## src/rtl/flappy_game_seq.sv

```systemverilog
// Game-flow sequencer for the flappy-bird VGA design: game state machine,
// jump-key debouncer, frame-based physics tick enables, score/speed/high score.
module flappy_game_seq #(
  parameter int unsigned DEBOUNCE        = 500000,
  parameter int unsigned FRAMES_PER_TICK = 2,
  parameter int unsigned DYING_FRAMES    = 60,
  parameter int unsigned SPEED_INIT      = 3,
  parameter int unsigned SPEED_MAX       = 7,
  parameter int unsigned SPEEDUP_PTS     = 5
) (
  input  logic       mclk,
  input  logic       rst,
  input  logic       keyin,
  input  logic       frame_start,
  input  logic       collide,
  input  logic       passed,
  output logic [1:0] state,
  output logic       clear_world,
  output logic       bird_tick,
  output logic       pipe_tick,
  output logic       jump,
  output logic [3:0] speed,
  output logic [6:0] score,
  output logic [6:0] hiscore
);

  localparam int unsigned DBW = $clog2(DEBOUNCE);
  localparam int unsigned FW  = (FRAMES_PER_TICK > 1) ? $clog2(FRAMES_PER_TICK) : 1;
  localparam int unsigned YW  = $clog2(DYING_FRAMES + 1);
  localparam int unsigned PW  = $clog2(SPEEDUP_PTS + 1);

  typedef enum logic [1:0] {
    S_IDLE  = 2'b00,
    S_PLAY  = 2'b01,
    S_DYING = 2'b10,
    S_OVER  = 2'b11
  } state_t;

  state_t           state_q, state_d;
  logic             k_meta, k_sync, k_lvl, k_lvl_q;
  logic [DBW-1:0]   k_cnt;
  logic             kpress_c;
  logic [FW-1:0]    fcnt_q, fcnt_d;
  logic [YW-1:0]    ycnt_q, ycnt_d;
  logic [PW-1:0]    pcnt_q, pcnt_d;
  logic [6:0]       score_d, hiscore_d;
  logic [3:0]       speed_d;
  logic             clear_d, bird_d, pipe_d, jump_d;

  // Synchronizer and debouncer; level flips after DEBOUNCE disagreeing samples
  always_ff @(posedge mclk) begin
    if (rst) begin
      k_meta  <= 1'b0;
      k_sync  <= 1'b0;
      k_lvl   <= 1'b0;
      k_lvl_q <= 1'b0;
      k_cnt   <= '0;
    end else begin
      k_meta  <= keyin;
      k_sync  <= k_meta;
      k_lvl_q <= k_lvl;
      if (k_sync == k_lvl) begin
        k_cnt <= '0;
      end else if (k_cnt == DBW'(DEBOUNCE - 1)) begin
        k_lvl <= k_sync;
        k_cnt <= '0;
      end else begin
        k_cnt <= k_cnt + DBW'(1);
      end
    end
  end

  assign kpress_c = k_lvl & ~k_lvl_q;

  // Next-state, scoring and tick generation
  always_comb begin
    state_d   = state_q;
    fcnt_d    = fcnt_q;
    ycnt_d    = ycnt_q;
    pcnt_d    = pcnt_q;
    score_d   = score;
    hiscore_d = hiscore;
    speed_d   = speed;
    clear_d   = 1'b0;
    bird_d    = 1'b0;
    pipe_d    = 1'b0;
    jump_d    = 1'b0;

    case (state_q)
      S_IDLE: begin
        if (kpress_c) begin
          state_d = S_PLAY;
          clear_d = 1'b1;
          score_d = '0;
          speed_d = 4'(SPEED_INIT);
          pcnt_d  = '0;
        end
      end
      S_PLAY: begin
        jump_d = kpress_c;
        if (collide) begin
          state_d = S_DYING;
        end else if (passed) begin
          if (score < 7'd99) score_d = score + 7'd1;
          if (pcnt_q == PW'(SPEEDUP_PTS - 1)) begin
            pcnt_d = '0;
            if (speed < 4'(SPEED_MAX)) speed_d = speed + 4'd1;
          end else begin
            pcnt_d = pcnt_q + PW'(1);
          end
        end
      end
      S_DYING: begin
        if (frame_start) begin
          if (ycnt_q == YW'(DYING_FRAMES - 1)) begin
            state_d = S_OVER;
            if (score > hiscore) hiscore_d = score;
          end else begin
            ycnt_d = ycnt_q + YW'(1);
          end
        end
      end
      S_OVER: begin
        if (kpress_c) begin
          state_d = S_IDLE;
          clear_d = 1'b1;
        end
      end
      default: state_d = S_IDLE;
    endcase

    // A frame landing on a state change belongs to neither state
    if (state_d != state_q) begin
      fcnt_d = '0;
      ycnt_d = '0;
    end else if (frame_start && (state_q == S_PLAY || state_q == S_DYING)) begin
      if (fcnt_q == FW'(FRAMES_PER_TICK - 1)) begin
        fcnt_d = '0;
        bird_d = 1'b1;
        pipe_d = (state_q == S_PLAY);
      end else begin
        fcnt_d = fcnt_q + FW'(1);
      end
    end
  end

  always_ff @(posedge mclk) begin
    if (rst) begin
      state_q     <= S_IDLE;
      fcnt_q      <= '0;
      ycnt_q      <= '0;
      pcnt_q      <= '0;
      score       <= '0;
      hiscore     <= '0;
      speed       <= 4'(SPEED_INIT);
      clear_world <= 1'b0;
      bird_tick   <= 1'b0;
      pipe_tick   <= 1'b0;
      jump        <= 1'b0;
    end else begin
      state_q     <= state_d;
      fcnt_q      <= fcnt_d;
      ycnt_q      <= ycnt_d;
      pcnt_q      <= pcnt_d;
      score       <= score_d;
      hiscore     <= hiscore_d;
      speed       <= speed_d;
      clear_world <= clear_d;
      bird_tick   <= bird_d;
      pipe_tick   <= pipe_d;
      jump        <= jump_d;
    end
  end

  assign state = state_q;

endmodule

```

## config.mk

```make
export PLATFORM = sky130hd
export DESIGN_NAME = flappy_game_seq
export DESIGN_NICKNAME = d
export VERILOG_FILES = /design/src/rtl/flappy_game_seq.sv
export SDC_FILE = /design/constraint.sdc
export NUM_CORES = 1
export LEC_CHECK = 0
export CORE_MARGIN = 3
export CORE_UTILIZATION = 60
export DETAILED_ROUTE_END_ITERATION = 7
export PLACE_DENSITY = 0.87
export SYNTH_ARGS = -nofsm -noshare
export SYNTH_HDL_FRONTEND = slang
export SYNTH_SLANG_ARGS = --single-unit
```

## constraint.sdc

```tcl
create_clock -name mclk -period 4.8 [get_ports mclk]
set_input_delay 1.44 -clock mclk [delete_from_list [all_inputs] [get_ports mclk]]
set_output_delay 1.44 -clock mclk [all_outputs]
set_load 0.03 [all_outputs]
```

# Word-level counts from Yosys, hierarchy flattened
# Index checks and enable logic that the tools add are counted.
# op_classes
addsub,6
n_mul,0
n_div,0
magnitude_cmp,3
eq_ne,14
shifts,0
mux,25
n_bitwise,8
reduce_logical,17
# op_table
operator,count
$mux 7,4
$mux 4,5
$add 19x1->19 const B,1
$eq 19x19->1 const B,1
$pmux 7 s2,1
$mux 3,4
$ne 2x2->1 const B,6
$mux 2,5
$pmux 2 s4,1
$pmux 4 s2,1
$reduce_and 4->1,2
$reduce_or 2->1,4
$add 7x1->7 const B,1
$gt 7x7->1,1
$lt 7x7->1 const B,1
$not 1->1,7
$add 6x1->6 const B,1
$eq 6x6->1 const B,1
$pmux 3 s2,1
$reduce_and 6->1,1
$reduce_or 3->1,2
$reduce_and 5->1,1
$add 4x1->4 const B,1
$eq 2x2->1 const B,2
other kinds (16),18
# word_totals
regBits,57
latch_bits,0
mem_bits_rw,0
rom_bits,0
inputBits,6
output_inout_bits,24
n_memories,0

# Depth between registers and ports, before layout
# Gate-level depths: netlist (run 1).
# depth
depth_word,6
mapped_depth,9
mapped_depth_nobuf,7

# Worst setup path before layout (run 1)
# Ideal clock, no wire load.
# synth_path
path_type,in2reg
startpoint,input port collide
endpoint,register score[5]
setup_time_ps,70
t_arrival_ps,2667
required_time_ps,4730
path_slack_ps,2063
stages,5
path_cell_list,nand2b_1 > a22o_4 > or3_4 > or3_1 > a21oi_1
# synth_between
elab_chain_cells,2
# synth_lines
element,line_no,text
start: declaration,15,"input logic collide,"
$ne 2x2->1 (no source line),-,
$reduce_and 5->1 (no source line),-,
end signal: assignment,165,score <= score_d;
end: declaration,23,"output logic [6:0] score,"
# Every way passes these cells.
# A chain may end at the register's enable or synchronous reset.

# Final worst setup path (run 1)
# layout_path
startpoint,register score[3]
endpoint,output port score[3]
# No word-level cell between the ends.

==> qor.yml, run 1 <==
tightest_slew_ns: 0.6024
final_nets: 358
viasPerCell: 5.582
synth_ff_type: "dfxtp_1"
synth_most_common_cell: "dfxtp_1"
cts_root_buffer: "clkbuf_8"
rows: 23
grt_usage_pct: 22.08
post_cts_buffers: 0
coreArea_sq_mm: 0.004173
maxSlewViolCount: 0
cp_max_fo: 9
synth.largest_area_cell: "dfxtp_1"
fin_tns_setup_ns: 0
clock_path_buffers: 2
vias: 2177
htreeDepth: 3
clkLatencyLatePin_ns: 0.34
clkSinkCount: 57
hold_viol: 0
cts_resized: 0
rsz0062_at_grt: "no"
period_share_pct: 63.03
die_h_um: 73.19
final.min_clock_period_ns: 3.025
drive_gt1_share_pct: 5.882
relSlewSlack_pct: 59.60
synth_cell_types: 48
cpPeakStageDelay_ns: 0.74
syn_area_sq_mm: 0.002709
grt_pass1_vias: 2025
portBuffers: 29
synthTopCellsByCount: "57 x dfxtp_1, 55 x nor2_1, 18 x nand2_1"
clkTransAtPathRegs_ns: 0.06
crit_slowest_cell: "clkdlybuf4s50_1"
cts_buffers: 9
yosysSeqAreaShare_pct: 42.12
ant_nets: 0
max_freq_mhz: 330.5
cts_tree: "yes"
synth_top_area_share_pct: 42.12
synth_edf_count: 0
dr.pass1.iters: 4
finalSetupViolations: 0
power_density_mw_per_mm2: 268.2
ir_worst_vdd_mv: 0.1887
wl_per_cell_um: 13.76
gp_congestion: 0.8257
initial_core_util_pct: 64.92
final_cells: 390
cp_num_buf_inv: 1
die_w_um: 73.19
gr-total-overflow: 0
cp_top_family: "buffers and inverters"
path_cells: "clkdlybuf4s50_1"
drv_cap: 0
worstSetupEndpointType: "primary output"
netlist_top_cells_area: "dfxtp_1 42%, ha_1 7.9%, nor2_1 7.6%, xor2_1 5.2%, mux2i_1 4.4%"
required_ns: 3.36
syn_nets: 327
cp-start-kind: "flop"
p_leak_nw: 1.204
diodes: 0
worstSetupPathType: "reg -> out"
wirelength_um: 5368
drc: 0
die-area_sq_mm: 0.005357
drt_iter0_markers: 83
ios: 30
skew_ns: 0.005632
holdBufCountCts: 0
ys_ff_latch: 57
grt_max_degree: 22
ys_async_sr_fraction_pct: 0
antenna_found_initial: 0
worst_ep_arrival_time_ns: 1.59
hpwlAfterDp_um: 3778
syn2layout_area_growth_pct: 17.37
grt_first_pass_wirelength_um: 8983
avgSynthCellArea_sq_um: 8.911
synthCells: 304
status: "complete, no violations"
hp-class: "reg -> reg"
synth-warning-count: 0
dp.cells: 374
metal layers:
layer / vias to the layer above / routed length [um] / global-route usage [%]
met3: 9 / 253 / 11.29
met2: 46 / 2531 / 33.66
met5: - / 0 / 0
met4: 0 / 79 / 9.836
li1: 1109 / - / -
met1: 1013 / 2503 / 25.74
logic make-up (layout without fill, tap and decap cells):
group           Yosys count  after routing  synth area share, %
buf+inv                  26             62                3.880
simple gates            131            131                24.25
xor+xnor                 26             26                8.406
fa+ha+maj                17             17                7.852
mux                      12             12                4.434
compound gates           35             35                9.054
flops                    57             57                42.12
registers in the layout (all words and copies together), names as in the netlist:
signal,cells
state,2
pipe_tick,1
k_cnt,19
k_sync,1
hiscore,7
bird_tick,1
clear_world,1
k_lvl_q,1
k_meta,1
speed,4
ycnt_q,6
score,7
pcnt_q,3
k_lvl,1
fcnt_q,1
jump,1
power by group:
group | switching (W) | leakage [nW] | internal (W)
Combinational | 0.00000866 | 0.660 | 0.00000595
Clock | 0.000180 | 0.0839 | 0.000184
Sequential | 0.000000505 | 0.459 | 0.000474
cell type report:
cell class                      instances  area [sq um]
Clock buffer                           12         135.1
Tap cell                               50         62.56
Sequential cell                        57          1141
Multi-Input combinational cell        221          1463
Clock inverter                          4         20.02
Fill cell                             298         993.5
Timing Repair Buffer                   30         297.8
Inverter                               16         60.06
metrics by stage:
step	hold WS (ns)	worst slack (ns)	utilization (%)	power, W	cell area, sq um
after global routing	0.4693	1.695	76.19	0.0008902	3179
after floorplan	0.4138	2.063	-	0.0004928	2709
after global placement	0.4229	1.539	72.47	0.0004993	3024
final	0.4368	1.775	76.19	0.0008528	3179
after detailed placement	0.4227	1.481	72.47	0.0004996	3024
after CTS	0.4367	1.750	76.19	0.0008624	3179
final timing paths:
check / startpoint / end / slack (ns) / depth (start not counted)
worst max-delay path: score[3] / score[3] / 1.77 / 1
worst min-delay path: k_meta / k_sync / 0.44 / 1
worst max register to register: state[0] / pipe_tick / 2.46 / 7
worst min register to register: k_meta / k_sync / 0.44 / 1
layout by cell type, fill, tap and decap left out, types with 12 or more instances in the layout:
cell type and count:
dfxtp_1 57, nor2_1 55, ha_1 17, clkdlybuf4s50_1 29, a21oi_1 12, inv_1 16
mux2i_1 12, nand3_1 14, nand2_1 18, xor2_1 16
Power figures use the tool's default switching activity.
==> inputs of run 2 (changes only) <==
CORE_UTILIZATION = 50   (was 60)
PLACE_DENSITY = 0.78   (was 0.87)
clock period = 2.6 ns   (was 4.8 ns; I/O delays follow)
==> qor.yml, run 2 (synthesized netlist as in run 1, its figures left out) <==
ios: 30
cts_root_buffer: "clkbuf_8"
finalSetupViolations: 0
cp_num_buf_inv: 1
nFillCells: 453
maxSlewViolCount: 0
cts_buffers: 9
m1WireLength_um: 2552
hold_slack_ns: 0.4685
cp-startpoint: "score[3]"
ant_nets: 0
cp-start-kind: "flop"
antenna_found_initial: 0
grt_first_pass_wirelength_um: 9977
grt_usage_pct: 19.92
max_freq_mhz: 423.4
required_ns: 1.82
gr-total-overflow: 0
die_w_um: 79.61
clkTransAtPathRegs_ns: 0.06
final_common_cell: "dfxtp_1"
clkSinkCount: 57
relSlewSlack_pct: 57.58
viasPerCell: 5.276
gp_congestion: 0.8255
final_nets: 364
hold_viol: 0
worstSetupPathType: "reg -> out"
hp-class: "reg -> reg"
top_layer: "met4"
worst_ep_arrival_time_ns: 1.58
holdBufCountCts: 0
dr.pass1.iters: 5
drc: 0
rows: 26
wl_per_cell_um: 13.20
coreArea_sq_mm: 0.005172
wl_met2_um: 2603
post_cts_buffers: 0
status: "complete, no violations"
die_h_um: 79.61
grt_pass1_vias: 2199
diodes: 0
largest_reg_flops: 19
die-area_sq_mm: 0.006337
skew_ns: 0.005927
cp_top_family: "buffers and inverters"
crit_slowest_cell: "clkdlybuf4s50_1"
syn2layout_area_growth_pct: 22.68
seqCellArea_sq_mm: 0.001141
cts_resized: 0
hpwlAfterDp_um: 3797
ir_worst_vdd_mv: 0.3705
grt_max_degree: 21
period_share_pct: 90.85
p_leak_nw: 1.265
cp_max_fo: 9
rsz0062_at_grt: "no"
r2r-start: "state[0]"
vias: 2195
tightest_slew_ns: 0.6363
portBuffers: 29
cpPeakStageDelay_ns: 0.74
clock_path_buffers: 2
fin_tns_setup_ns: 0
power_density_mw_per_mm2: 555.1
path_cells: "clkdlybuf4s50_1"
clkLatencyLatePin_ns: 0.34
worstHoldStart: "k_cnt[0]"
top_register: "k_cnt"
wirelength_um: 5492
final.min_clock_period_ns: 2.362
worstSetupEndpointType: "primary output"
htreeDepth: 3
cts_tree: "yes"
drive_gt1_share_pct: 8.382
drt_iter0_markers: 107
largest_registers: "k_cnt x19, hiscore x7, score x7"
drv_cap: 0
final_cell_mix: "57 x dfxtp_1, 55 x nor2_1, 29 x clkdlybuf4s50_1"
detailroute.wirelength.met3_um: 257
initial_core_util_pct: 52.37
multi_input_area_sq_mm: 0.001463
[run 2: cell types whose count changed in the layout (fill, tap and decap cells not counted)]
cell | previous run | this run
bufinv_16 | 0 | 2
buf_4 | 1 | 7
clkinv_2 | 4 | 2
clkbuf_8 | 9 | 11
clkinvlp_4 | 0 | 1
clkbuf_1 | 3 | 0
[run 2: layout make-up]
cell class | count | area share [%]
clock buffers | 11 | 4.556
clock inverters | 5 | 2.334
inverters | 16 | 1.807
flip-flops and latches | 57 | 34.34
multi-input cells | 221 | 44.01
well taps | 70 | 2.636
repair buffers | 36 | 10.32
[run 2: final timing paths]
check / to / slack [ns] / cells after the start
worst min register to register: k_cnt[0] / 0.47 / 1
worst max-delay path: score[3] / 0.24 / 1
worst max register to register: pipe_tick / 0.34 / 7
worst min-delay path: k_cnt[0] / 0.47 / 1
[run 2: where the power goes]
group / switching (W) / internal, W / leakage [nW] / total [W]
clock: 0.000354 / 0.000588 / 0.115 / 0.000942
sequential: 0.00000112 / 0.000875 / 0.459 / 0.000876
combinational: 0.0000158 / 0.0000110 / 0.690 / 0.0000268
[run 2: per-stage QoR]
stage / std cells / cell area (sq um) / power (W) / util (%) / setup WS, ns
6_report: 416 / 3323 / 0.001845 / 64.25 / 0.2380
5_1_grt: 416 / 3323 / 0.001912 / 64.25 / 0.1070
4_1_cts: 416 / 3323 / 0.001862 / 64.25 / 0.2170
3_5_place_dp: 400 / 3094 / 0.0009226 / 59.82 / -0.01299
3_3_place_gp: 400 / 3094 / 0.0009224 / 59.82 / 0.03117
2_1_floorplan: 304 / 2709 / 0.0009098 / - / 0.3368
[run 2: layer usage]
layer,global-route usage (%),vias to the layer above
met5,0,-
met4,6.014,0
met3,7.223,6
met2,31.55,49
met1,25.28,1019
li1,-,1121
